File: src/rtl/sigmoid_gate.sv
`default_nettype none
// ---------------------------------------------------------------------------
// sigmoid_gate : two-stage Q8.8 x Q4.12 gating pipeline with clamp counter
// Revision     : 1.0
// ---------------------------------------------------------------------------
module sigmoid_gate #(
  parameter int CNT_W    = 16,
  parameter int GATE_ONE = 4096
) (
  input  logic             clk,
  input  logic             rst_n,
  input  logic             in_valid,
  output logic             in_ready,
  input  logic [15:0]      in_feat,
  input  logic [15:0]      in_gate,
  input  logic             in_last,
  output logic             out_valid,
  input  logic             out_ready,
  output logic [15:0]      out_data,
  output logic             out_last,
  output logic             tile_done,
  output logic [CNT_W-1:0] clamp_cnt,
  input  logic             clamp_clr
);

  localparam logic [15:0] GATE_ONE_16 = 16'(GATE_ONE);

  logic                    s1_valid_q;
  logic                    s1_last_q;
  logic signed [29:0]      s1_prod_q;
  logic                    s2_valid_q;
  logic                    s2_last_q;
  logic [15:0]             s2_data_q;
  logic                    tile_done_q;
  logic [CNT_W-1:0]        clamp_cnt_q;
  logic [CNT_W-1:0]        clamp_cnt_d;

  logic                    s2_load;
  logic                    s1_adv;
  logic                    in_fire;
  logic                    out_fire;
  logic                    gate_over;
  logic [12:0]             gate_clamped;
  logic signed [29:0]      prod;
  logic [15:0]             rounded;
  logic                    unused_prod_bits;

  // Handshake: ready depends only on registered state and out_ready.
  assign out_fire = s2_valid_q && out_ready;
  assign s2_load  = !s2_valid_q || out_ready;
  assign s1_adv   = s1_valid_q && s2_load;
  assign in_ready = !s1_valid_q || s1_adv;
  assign in_fire  = in_valid && in_ready;

  assign gate_over    = in_gate > GATE_ONE_16;
  assign gate_clamped = gate_over ? GATE_ONE_16[12:0] : in_gate[12:0];
  assign prod         = $signed({{14{in_feat[15]}}, in_feat}) * $signed({17'd0, gate_clamped});

  // (p + 2048) >>> 12 == floor(p / 4096) + bit 11; the product range keeps this within 16 bits.
  assign rounded          = s1_prod_q[27:12] + {15'd0, s1_prod_q[11]};
  assign unused_prod_bits = ^{s1_prod_q[29:28], s1_prod_q[10:0]};

  always_ff @(posedge clk or negedge rst_n) begin
    if (!rst_n) begin
      s1_valid_q <= 1'b0;
      s1_last_q  <= 1'b0;
      s1_prod_q  <= '0;
    end else if (in_ready) begin
      s1_valid_q <= in_valid;
      if (in_valid) begin
        s1_prod_q <= prod;
        s1_last_q <= in_last;
      end
    end
  end

  always_ff @(posedge clk or negedge rst_n) begin
    if (!rst_n) begin
      s2_valid_q <= 1'b0;
      s2_last_q  <= 1'b0;
      s2_data_q  <= 16'h0000;
    end else if (s2_load) begin
      s2_valid_q <= s1_valid_q;
      if (s1_valid_q) begin
        s2_data_q <= rounded;
        s2_last_q <= s1_last_q;
      end
    end
  end

  // Clear beats a coincident increment; the count sticks at all-ones.
  always_comb begin
    clamp_cnt_d = clamp_cnt_q;
    if (clamp_clr) begin
      clamp_cnt_d = '0;
    end else if (in_fire && gate_over && !(&clamp_cnt_q)) begin
      clamp_cnt_d = clamp_cnt_q + 1'b1;
    end
  end

  always_ff @(posedge clk or negedge rst_n) begin
    if (!rst_n) begin
      clamp_cnt_q <= '0;
      tile_done_q <= 1'b0;
    end else begin
      clamp_cnt_q <= clamp_cnt_d;
      tile_done_q <= out_fire && s2_last_q;
    end
  end

  assign out_valid = s2_valid_q;
  assign out_data  = s2_data_q;
  assign out_last  = s2_last_q;
  assign tile_done = tile_done_q;
  assign clamp_cnt = clamp_cnt_q;

endmodule
`default_nettype wire

File: config.mk
export PLATFORM = sky130hd
export DESIGN_NAME = sigmoid_gate
export DESIGN_NICKNAME = d
export VERILOG_FILES = /design/src/rtl/sigmoid_gate.sv
export SDC_FILE = /design/constraint.sdc
export NUM_CORES = 1
export LEC_CHECK = 0
export CORE_ASPECT_RATIO = 0.7
export CORE_UTILIZATION = 70
export CTS_BUF_LIST = sky130_fd_sc_hd__clkbuf_16
export DETAILED_ROUTE_END_ITERATION = 10
export DONT_BUFFER_PORTS = 1
export PLACE_DENSITY = 0.91
export SYNTH_ARGS = -nofsm -noshare
export SYNTH_HDL_FRONTEND = slang
export SYNTH_SLANG_ARGS = --single-unit
File: constraint.sdc
create_clock -name clk -period 4.2 [get_ports clk]
set_clock_uncertainty 0.15 [all_clocks]
set_input_delay 0.21 -clock clk [delete_from_list [all_inputs] [get_ports clk]]
set_output_delay 0.21 -clock clk [all_outputs]
set_load 0.01 [all_outputs]
# Word level (Yosys, flattened, before mapping)
# Cells that the tools add are included.
[word_totals]
reg_bits = 65
latch_bits = 0
mem_bits_rw = 0
mem_bits_ro = 0
input_bits = 38
output_inout_bits = 36
word_cells = 30
n_memories = 0
[op_classes]
n_addsub = 2
mul = 1
div_mod_pow = 0
magnitude_cmp = 1
eq_ne = 0
shifts = 0
n_mux = 3
bitwise = 0
reduce_logical = 15
[op_table]
columns = ["op", "count"]
rows = [
  ["$mux W16", 2],
  ["$mul A16 B14 Y28", 1],
  ["$add A16 B1 Y16", 1],
  ["$add A16 B1 Y16 const B", 1],
  ["$gt A16 B13 Y1 const B", 1],
  ["$reduce_and A16 Y1", 1],
  ["$mux W13", 1],
  ["$logic_and A1 B1 Y1", 6],
  ["$reduce_and A2 Y1", 2],
  ["$logic_not A1 Y1", 3],
  ["$logic_or A1 B1 Y1", 2],
  ["$reduce_bool A2 Y1", 1],
]

# Logic depth before layout (Yosys ltp)
[depth]
ltp_word = 9
ltp_mapped = 26
mapped_depth_nobuf = 24

# Worst setup path after synthesis
# OpenSTA, ideal clock, no wires.
[synth_path]
path_kind = "input port to flip-flop"
startpoint = "in in_gate[11]"
endpoint = "reg s1_prod_q[26]"
arrival_time_ps = 6860
t_required_ps = 3955
slack_ps = -2905
stages = 23
path_cell_list = "buf_6 -> or4_4 -> o41a_1 -> nor2_1 -> clkbuf_1 -> nand3_1 -> fa_1 -> fa_1 -> inv_1 -> fa_1 -> fa_1 -> fa_1 -> inv_1 -> fa_1 -> inv_1 -> ha_1 -> nand3_1 -> nor3b_1 -> o311ai_0 -> o2111ai_2 -> a31oi_2 -> o211a_1 -> o31ai_1"
[synth_between]
elab_chain_cells = 3
[synth_rtl]
columns = ["element", "line_no", "text"]
rows = [
  ["start: declaration", "15", "input logic [15:0] in_gate,"],
  ["$gt A16 B13 Y1", "55", "assign gate_over = in_gate > GATE_ONE_16;"],
  ["$mux W13 (*)", "56", "assign gate_clamped = gate_over ? GATE_ONE_16[12:0] : in_gate[12:0];"],
  ["$mul A16 B14 Y28 (*)", "57", "assign prod = $signed({{14{in_feat[15]}}, in_feat}) * $signed({17'd0, gate_clamped});"],
  ["end signal: assignment", "71", "s1_prod_q <= prod;"],
  ["end: declaration", "30", "logic signed [29:0] s1_prod_q;"],
]
# Every way passes the cells marked *; elsewhere a longest branch is shown, timed or not.
# A chain may end at the register's enable or synchronous reset.

# Worst setup path in the final report
[layout_path]
startpoint = "in in_gate[11]"
endpoint = "reg s1_prod_q[22]"
# The elaborated chain is that of the path after synthesis.

==> impl_metrics.csv <==
group,metric,value,unit
routing,ant_nets,0,
timing,final.setup.tns,-38.76,ns
run,cap_violations,0,
clock_network,cts_max_path_buffers,2,
status,status,"finished with violations",
place,dp_hpwl,20200,um
critical_path,startpoint_type,"input port",
logic_synthesis,yosys_warnings,0,
routing,drcViolationCount,0,
logic_synthesis,synth_cell_type_count,55,
grt,grt_start_max_net_pins,55,
layout,fillers,723,
timing,setup_ws,-2.57,ns
floorplan,initial_core_util,72.4,%
grt,grt_pass1_vias,9101,
logic_synthesis,ys_ff_latch,54,
clock_network,htreeDepth,2,
logic_synthesis,synth_top_cell_by_area,"fa_1",
timing,setup_violations,17,
logic_synthesis,synth_cells,1121,
timing,hold_viol,0,
timing,period_needed,6.77,ns
logic_synthesis,async_flop_share,100,%
clock_network,clock-root-buffer,"clkbuf_16",
timing,slew_headroom,35.7,%
clock_network,clkLatencyLatePin,0.30,ns
layout,final_common_cell,"inv_1",
routing,dr.pass1.iters,5,
layout,final_area,11700,um^2
clock_network,clk_pin_slew_worst_paths,0.07,ns
logic_synthesis,synth_nets,1420,
power_and_ir_drop,peakVddDrop,232,uV
critical_path,cp-end-kind,"flop",
clock_network,clock_sinks,54,
layout,area_delta_synth_final,15.9,%
floorplan,fp.coreArea,14000,um^2
grt,grt-ovfl-total,0,
clock_network,cts_buffers,5,
logic_synthesis,synth_area_leaders,"fa_1, dfrtp_1, inv_1",
logic_synthesis,syn_area,10100,um^2
timing,tightest_slew,0.962,ns
place,place_area,11200,um^2
place,io_buffers,0,
grt,grt_usage,36.9,%
power_and_ir_drop,p_leak,6.07,nW
floorplan,fp.dieW,146,um
layout,drive_above_1_share,18.2,%
logic_synthesis,syn_avg_cell_area,9.04,um^2
floorplan,io_pins,74,
power_and_ir_drop,p_per_area,183,nW/um^2
timing,min_period_over_period,161,%
layout,final_cell_mix,"inv_1, fa_1, nand2_1",
min_path,hp-class,"input port to flop",
timing,grt_setup_unrepaired,"true",
layout,n_antenna_cell,0,
routing,avgViaCountPerCell,6.10,
critical_path,crit_fanout,18,
status,violations,"setup timing",
layout,regArea,1350,um^2
logic_synthesis,ys_seq_area_share,13.3,%
floorplan,die_y,103,um
clock_network,cts_tree,"done",
grt,grt_pass1_wl,42700,um
routing,num_vias,8377,
timing,fmax,148,MHz
floorplan,rows,36,
layout,final_nets,1482,
critical_path,critPathArrivalTime,6.85,ns
critical_path,crit_type,"input port to flop",
routing,postRouteWirelength,27300,um
routing,dr.first_iter.drc_count,662,
critical_path,worstPathRequired,4.28,ns
grt,antenna_found_initial,0,
floorplan,die_area,15000,um^2
place,finalWeightedCongestion,0.906,
routing,wl_per_cell,19.9,um
logic_synthesis,synth_flop_cell,"dfrtp_1",
logic_synthesis,yosys.area.top_type_share,37.7,%
logic_synthesis,synth_edf_count,0,
timing,slew_viol_final,0,
layout,multi_input_area,8210,um^2
routing by layer:
metal,global-route usage [%],vias to the layer above,routed length (um)
met5,0,-,0
met4,18.8,0,1450
met3,6.11,132,2280
met2,67.9,459,13900
met1,42.8,4179,9690
li1,-,3607,-
worst paths after layout:
path	from	endpoint	slack [ns]	depth (start not counted)
min in group asynchronous	rst_n	clamp_cnt[9]$_DFFE_PN0P_	0.28	2
hold / removal	out_ready	s1_valid_q$_DFFE_PN0N_	0.08	2
setup reg to reg	out_valid$_DFFE_PN0P_	clamp_cnt[9]$_DFFE_PN0P_	1.25	7
max in group asynchronous	rst_n	out_valid$_DFFE_PN0P_	3.38	2
hold reg to reg	s1_last_q$_DFFE_PN0P_	s1_last_q$_DFFE_PN0P_	0.35	2
setup / recovery	in_gate[11]	s1_prod_q[22]$_DFFE_PN0P_	-2.57	25
sequential cells by signal (all words and copies together), names as in the netlist:
signal and cells:
out_last 1, out_data 16, s1_last_q 1, s1_prod_q 17, clamp_cnt 16, out_valid 1, s1_valid_q 1, tile_done 1
synth_stat cells, types with 10 or more instances:
cell / n
nand4_1: 10
xnor2_1: 28
and3_2: 11
nor3_1: 11
nor2b_1: 16
ha_1: 70
a21oi_1: 12
nor2_1: 29
fa_1: 191
nand3_1: 23
o21ai_0: 31
xor2_1: 19
and3_1: 61
inv_1: 234
clkbuf_1: 52
and2_1: 39
dfrtp_1: 54
nand2_1: 149
critical path: stages:
cell      delay, ns
or4_4          0.53
o41a_1         0.50
nor2_4         0.14
buf_6          0.13
and3_4         0.19
inv_1          0.05
fa_1           0.48
buf_4          0.16
fa_2           0.58
inv_4          0.04
fa_1           0.49
fa_1           0.43
fa_1           0.50
inv_1          0.05
fa_1           0.52
inv_2          0.05
ha_4           0.28
nand3_4        0.09
nor3b_4        0.30
nand2_2        0.12
buf_4          0.15
o211ai_1       0.25
o21ai_2        0.13
a221oi_2       0.31
a21o_1         0.14
cells by family (layout without fill, tap and decap cells):
| logic type | after synthesis | after routing | share of synthesized area [%] |
|---|---|---|---|
| simple gates | 377 | 378 | 18.9 |
| buf+inv | 288 | 350 | 10.7 |
| fa+ha+maj | 261 | 261 | 46.4 |
| compound gates | 91 | 91 | 6.25 |
| flops | 54 | 54 | 13.3 |
| xor+xnor | 47 | 47 | 4.06 |
| mux | 3 | 3 | 0.333 |
power by group:
part	total, W	switching [W]	internal, W
logic	0.000972	0.000535	0.000437
clock network	0.000411	0.000193	0.000218
registers	0.000766	0.000134	0.000632
through the flow:
stage | utilization [%] | power, W | hold WS, ns | instances | setup WS, ns
2_1_floorplan | - | 0.00140 | -0.236 | 1121 | -2.37
3_3_place_gp | 80.0 | 0.00156 | -0.235 | 1342 | -2.50
3_5_place_dp | 80.0 | 0.00163 | -0.235 | 1342 | -2.67
4_1_cts | 82.4 | 0.00208 | 0.0833 | 1360 | -2.35
5_1_grt | 83.8 | 0.00228 | 0.125 | 1374 | -2.72
6_report | 83.8 | 0.00215 | 0.0807 | 1374 | -2.57
cell type report:
class | instances | area share, %
clock buffers | 5 | 1.07
repair buffers | 108 | 7.86
well taps | 190 | 2.02
clock inverters | 3 | 0.138
inverters | 234 | 7.50
flip-flops and latches | 54 | 11.5
multi-input cells | 780 | 69.9
repair_timing:
action | CTS | global route
gates resized for setup | 19 | 26
cloned | 0 | 1
setup endpoints to repair | 17 | 17
endpoints found under the hold margin | 74 | 0
pin swaps | 17 | 7
hold buffers | 6 | 0
setup buffers | 4 | 13
(Power assumes the default switching activity.)
